===== src/rtl/priority_router.sv =====
// Versioned read selector: returns the data of the newest slot whose version is not newer than readVersion.
// Optional hitIdx output is enabled by defining PRIORITY_ROUTER_HIT_IDX_EN.
module priority_router #(
  parameter int DATA_WIDTH    = 32,
  parameter int VERSION_WIDTH = 4,
  parameter int VERSION_NUM   = 4,
  localparam int IDX_W        = (VERSION_NUM > 1) ? $clog2(VERSION_NUM) : 1
) (
  input  logic                                 clk,
  input  logic                                 rstN,
  input  logic                                 inValid,
  input  logic [VERSION_WIDTH*VERSION_NUM-1:0] versions,
  input  logic [DATA_WIDTH*VERSION_NUM-1:0]    dataInputs,
  input  logic [VERSION_WIDTH-1:0]             readVersion,
  output logic                                 outValid,
  output logic [DATA_WIDTH-1:0]                dataOut,
  output logic                                 hit
`ifdef PRIORITY_ROUTER_HIT_IDX_EN
  ,
  output logic [IDX_W-1:0]                     hitIdx
`endif
);

  logic                     sel_hit_s;
  logic [VERSION_WIDTH-1:0] sel_ver_s;
  logic [VERSION_WIDTH-1:0] slot_ver_s;
  logic [DATA_WIDTH-1:0]    sel_data_s;

  logic                     valid_d, valid_q;
  logic                     hit_d, hit_q;
  logic [DATA_WIDTH-1:0]    data_d, data_q;

`ifdef PRIORITY_ROUTER_HIT_IDX_EN
  logic [IDX_W-1:0]         sel_idx_s;
  logic [IDX_W-1:0]         idx_d, idx_q;
`endif

  // Scan slots upward; strict '>' keeps the lowest index among equal versions.
  always_comb begin
    sel_hit_s  = 1'b0;
    sel_ver_s  = {VERSION_WIDTH{1'b0}};
    slot_ver_s = {VERSION_WIDTH{1'b0}};
    sel_data_s = {DATA_WIDTH{1'b0}};
`ifdef PRIORITY_ROUTER_HIT_IDX_EN
    sel_idx_s  = {IDX_W{1'b0}};
`endif
    for (int j = 0; j < VERSION_NUM; j++) begin
      slot_ver_s = versions[j*VERSION_WIDTH +: VERSION_WIDTH];
      if ((slot_ver_s <= readVersion) && (!sel_hit_s || (slot_ver_s > sel_ver_s))) begin
        sel_hit_s  = 1'b1;
        sel_ver_s  = slot_ver_s;
        sel_data_s = dataInputs[j*DATA_WIDTH +: DATA_WIDTH];
`ifdef PRIORITY_ROUTER_HIT_IDX_EN
        sel_idx_s  = IDX_W'(j);
`endif
      end else begin
        sel_hit_s  = sel_hit_s;
      end
    end
  end

  // Next-state: capture the selection on a request, otherwise hold the result.
  always_comb begin
    valid_d = inValid;
    hit_d   = hit_q;
    data_d  = data_q;
`ifdef PRIORITY_ROUTER_HIT_IDX_EN
    idx_d   = idx_q;
`endif
    if (inValid) begin
      hit_d  = sel_hit_s;
      data_d = sel_data_s;
`ifdef PRIORITY_ROUTER_HIT_IDX_EN
      idx_d  = sel_idx_s;
`endif
    end else begin
      hit_d  = hit_q;
    end
  end

  // Output registers with asynchronous clear.
  always_ff @(posedge clk or negedge rstN) begin
    if (!rstN) begin
      valid_q <= 1'b0;
      hit_q   <= 1'b0;
      data_q  <= {DATA_WIDTH{1'b0}};
`ifdef PRIORITY_ROUTER_HIT_IDX_EN
      idx_q   <= {IDX_W{1'b0}};
`endif
    end else begin
      valid_q <= valid_d;
      hit_q   <= hit_d;
      data_q  <= data_d;
`ifdef PRIORITY_ROUTER_HIT_IDX_EN
      idx_q   <= idx_d;
`endif
    end
  end

  assign outValid = valid_q;
  assign hit      = hit_q;
  assign dataOut  = data_q;
`ifdef PRIORITY_ROUTER_HIT_IDX_EN
  assign hitIdx   = idx_q;
`endif

endmodule


===== config.mk =====
export PLATFORM = sky130hd
export DESIGN_NAME = priority_router
export DESIGN_NICKNAME = d
export VERILOG_FILES = /design/src/rtl/priority_router.sv
export SDC_FILE = /design/constraint.sdc
export NUM_CORES = 1
export LEC_CHECK = 0
export ABC_CLOCK_PERIOD_IN_PS = 1900
export CORE_MARGIN = 4
export CORE_UTILIZATION = 30
export DETAILED_ROUTE_END_ITERATION = 6
export HOLD_SLACK_MARGIN = 0.1
export SLEW_MARGIN = 20
export SYNTH_ARGS = -nofsm -noshare
export SYNTH_HDL_FRONTEND = slang
export SYNTH_SLANG_ARGS = --single-unit

===== constraint.sdc =====
create_clock -name clk -period 1.9 [get_ports clk]
set_clock_uncertainty 0.15 [all_clocks]
set_input_delay 0.19 -clock clk [delete_from_list [all_inputs] [get_ports clk]]
set_output_delay 0.19 -clock clk [all_outputs]
set_load 0.03 [all_outputs]

==> parameters.txt <==
Parameter                              Value

Power and ir drop
  Cell internal power dissipation ... 4.05 mW
  Proportion of total power due to net switching ... 44.2%
  Part of the power in combinational logic ... 71.7%
  Clock share of power ... 11.6%
  Net load switching power ... 3.21 mW
  Worst supply voltage drop on vdd ... 0.000547 V
  Leakage ... 3.21 nW
  Power density over the cells ... 927 mW/mm²
  Power share of the sequential group ... 16.7%

Yosys
  Synthesized netlist net count ... 602
  Synth Register Bits ... 34
  Fraction of registers with async set/reset ... 100%
  Post-synthesis cell type with the largest combined area ... sky130_fd_sc_hd__a221oi_2
  Count of unique library cells instantiated by Yosys ... 38
  Cell Area, Synth ... 0.00439 mm²
  Synthesized area divided by synthesized cell count ... 10.4 µm²
  Sequential fraction of the synthesis area ... 19.4%
  Number of instances in the synthesized netlist ... 423
  Post-synth top area share ... 20.2%
  Synth warnings ... 0
  Predominant post-synthesis flop cell ... sky130_fd_sc_hd__dfrtp_1
  Number of synthesized flops with an enable pin ... 0
  Area contributors post-synth ... sky130_fd_sc_hd__a221oi_2 20%, sky130_fd_sc_hd__dfrtp_1 19%, sky130_fd_sc_hd__o31ai_2 8.5%, sky130_fd_sc_hd__ha_1 8.0%, sky130_fd_sc_hd__o211a_1 7.5%

Job
  Max cap viols ... 0

Die
  Vert. Die Dim ... 129 µm
  Floorplan die width ... 129 µm
  Rows ... 43
  Core region area ... 0.0141 mm²
  # IOs ... 185
  Initial core utilization ... 31.2%
  Die Outline Area ... 0.0166 mm²

Timing
  Min Tclk post-route ... 4.91 ns
  Share of the cycle needed by the critical path after routing ... 258%
  Setup repair after global routing missed its margin ... true
  Final worst slack ... -3.01 ns
  Hold violation total from the final report ... 0
  Number of max-slew violations in the final report ... 0
  Maximum operating frequency ... 204 MHz
  Slew headroom ... 42.5%
  Transition time of the tightest slew-check pin ... 0.862 ns
  Total setup violations reported at the end of the flow ... 33

Worst hold path
  Number of cells on the worst hold path ... 4
  Hold path start ... inValid
  Hold WC Path Type ... in2reg
  WHS Endpoint ... dataOut[18]

Layout
  Synth-to-Final Area Change ... 78.2%
  Number of fill cells in the layout ... 1236
  Final Cell Area ... 0.00783 mm²
  Share of post-route cells with drive strength above 1 ... 40.4%
  Nets@finish ... 802
  Count of non-filler cells in the finished layout ... 804
  Diodes inserted ... 0

Detailed routing
  Number of vias after detailed routing ... 4601
  Total length of routed wires ... 17.3 mm
  Post-DRT Antenna Nets ... 0
  DRT iter0 DRCs ... 230
  Per-cell via count in the routed design ... 5.72
  Routed wire per std cell ... 21.5 µm
  Final routed DRC violation total ... 0
  Number of iterations in the first detailed-routing pass ... 5

Placement
  # port buffers ... 184
  Total half-perimeter wirelength after legalization and detailed placement ... 12.2 mm
  RD Place Congestion ... 0.833
  Total placed instance area ... 0.00691 mm²
  Cell count after placement ... 779

Global routing
  Initial antenna violation count ... 0
  Pin count of the biggest net entering global routing ... 66
  First-pass GRT wire length ... 26.9 mm
  Via count of the first global-routing pass ... 5099
  Residual overflow from global routing ... 0
  Total track usage ... 20.1%

Critical path
  CP Max Fanout ... 7
  Kind of launch point of the worst setup path ... input pin
  Capturing element type of the critical path ... register
  Classification of the worst setup path ... in2reg
  Worst reg2reg path depth ... 3
  WP data required ... 1.91 ns
  Worst reg2reg path endpoint ... dataOut[6]
  Reg-to-reg startpoint ... dataOut[6]
  Arrival time at the worst endpoint ... 4.92 ns
  Reg-to-reg setup timing slack ... 0.79 ns

Clock network
  CTS clock-pin slew for the worst setup and hold paths ... 0.06 ns
  Number of buffers on the longest clock path ... 2
  Total number of H-tree levels ... 2
  Clock root buffer ... sky130_fd_sc_hd__clkbuf_16
  Clock network latency to the later pin of the worst-skew pair ... 0.28 ns
  CTS Buf Count ... 5
  Sinks on Clock Net ... 34
  CTS tree ... done

Run status
  Violations in the final reports ... setup timing
  Result of the run ... finished with violations
cells in the mapped netlist (all sizes together), types with 9 or more instances:
library cell / n
buf: 22
ha: 28
dfrtp: 34
o31ai: 32
and3b: 32
inv: 19
nor2b: 36
a21oi: 9
nand2: 12
a221oi: 64
clkbuf: 34
a41oi: 32
o211a: 33
critical path, stage by stage:
cell and delay [ns]:
sky130_fd_sc_hd__buf_8 0.10, sky130_fd_sc_hd__ha_4 0.27, sky130_fd_sc_hd__nand2_4 0.06, sky130_fd_sc_hd__buf_6 0.11, sky130_fd_sc_hd__o2bb2ai_4 0.27, sky130_fd_sc_hd__nand2_4 0.10, sky130_fd_sc_hd__ha_4 0.28, sky130_fd_sc_hd__nand2_2 0.05
sky130_fd_sc_hd__o21bai_4 0.17, sky130_fd_sc_hd__o2bb2ai_4 0.13, sky130_fd_sc_hd__a21oi_4 0.23, sky130_fd_sc_hd__mux2_4 0.35, sky130_fd_sc_hd__ha_4 0.23, sky130_fd_sc_hd__a21oi_2 0.11, sky130_fd_sc_hd__nor2b_1 0.06, sky130_fd_sc_hd__o32ai_1 0.23
sky130_fd_sc_hd__buf_4 0.17, sky130_fd_sc_hd__o21ai_4 0.06, sky130_fd_sc_hd__nand2_4 0.10, sky130_fd_sc_hd__mux2_4 0.32, sky130_fd_sc_hd__ha_4 0.28, sky130_fd_sc_hd__nand2_4 0.06, sky130_fd_sc_hd__o21a_4 0.21, sky130_fd_sc_hd__o21a_4 0.26
sky130_fd_sc_hd__buf_6 0.18, sky130_fd_sc_hd__a221oi_4 0.26, sky130_fd_sc_hd__o31ai_2 0.08
cell usage in the layout (no fill, tap or decap), drive strengths merged:
cell,Yosys,final
a221oi,64,64
nor3,2,2
o22ai,2,2
buf,22,74
o21bai,2,2
o21ai,2,2
and2,1,1
and3b,32,32
dfrtp,34,34
o32ai,2,2
nor2b,36,36
a21o,1,1
nor2,5,5
clkinvlp,0,1
or3,1,1
clkdlybuf4s50,0,171
a21oi,9,9
o31ai,32,32
o211a,33,33
nand3,2,2
ha,28,28
a41oi,32,32
or2,1,1
nand4,1,1
mux2,8,8
o21a,4,4
o2bb2ai,2,2
dlygate4sd3,0,1
inv,19,19
clkbuf,34,6
dlygate4sd2,0,3
clkinv,0,1
nand2,12,12
how the worst max path moves through the flow:
| stage | slack [ns] | to | start | cells past startpoint |
|---|---|---|---|---|
| after global routing | -3.23 | dataOut[5] | readVersion[3] | 29 |
| after detailed placement | -4.04 | dataOut[4] | readVersion[1] | 28 |
| final | -3.01 | dataOut[4] | versions[3] | 27 |
| after CTS | -3.00 | dataOut[5] | versions[3] | 27 |
| after global placement | -3.89 | dataOut[20] | readVersion[1] | 28 |
| after floorplan | -3.27 | dataOut[0] | readVersion[1] | 28 |
per-layer routing:
layer / up-vias / share of wire [%] / global-route usage, % / wire, µm
li1: 2143 / - / - / -
met1: 2249 / 41 / 24.8 / 7090
met2: 183 / 50 / 34.9 / 8650
met3: 26 / 6.7 / 4.53 / 1160
met4: 0 / 2.3 / 5.93 / 406
met5: - / 0 / 0 / 0
layout make-up:
cell class / count / area, µm² / share of cell area [%]
Multi-Input combinational cell: 314 / 4020 / 51.4
Timing Repair Buffer: 249 / 2490 / 31.9
Sequential cell: 34 / 851 / 10.9
Tap cell: 180 / 225 / 2.88
Clock buffer: 6 / 139 / 1.77
Inverter: 19 / 86.3 / 1.10
Clock inverter: 2 / 12.5 / 0.160
per-stage QoR:
stage	hold slack [ns]	util, %	worst slack (ns)	TNS, ns	total power [mW]
3_5_place_dp	0.0226	49.1	-4.04	-129.40	5.89
6_report	0.238	55.5	-3.01	-95.46	7.26
5_1_grt	0.283	55.5	-3.23	-102.48	7.68
3_3_place_gp	0.0175	49.1	-3.89	-125.04	5.82
2_1_floorplan	-0.256	-	-3.27	-104.33	4.16
4_1_cts	0.211	53.2	-3.00	-95.21	7.05
state kept, by name (all words and copies together) (netlist names):
signal    flops
dataOut      32
hit           1
outValid      1
logic make-up (layout without fill, tap and decap cells):
family | Yosys count | in the layout | synth area share [%]
AOI/OAI and AO/OA | 185 | 185 | 47.9
adders and majority gates | 28 | 28 | 7.98
buffers and inverters | 75 | 276 | 8.34
DFF | 34 | 34 | 19.4
muxes | 8 | 8 | 2.39
and+or+nand+nor | 93 | 93 | 14.0
what timing repair did:
action / 4_1_cts / 5_1_grt
cloned: 2 / 0
gates resized for setup: 93 / 37
buffers inserted: 11 / 4
pin swaps: 26 / 14
hold endpoints to repair: 17 / 0
hold buffers: 1 / 0
setup endpoints to repair: 33 / 33
power groups by stage:
| stage | logic, mW | registers, mW | clock network, mW |
|---|---|---|---|
| after floorplan | 2.36 | 1.80 | 0 |
| after global placement | 4.61 | 1.21 | 0 |
| after detailed placement | 4.67 | 1.22 | 0 |
| after CTS | 4.96 | 1.21 | 0.879 |
| after global routing | 5.53 | 1.25 | 0.904 |
| final | 5.21 | 1.21 | 0.843 |
Note: power is estimated with default switching activity, not from simulation.
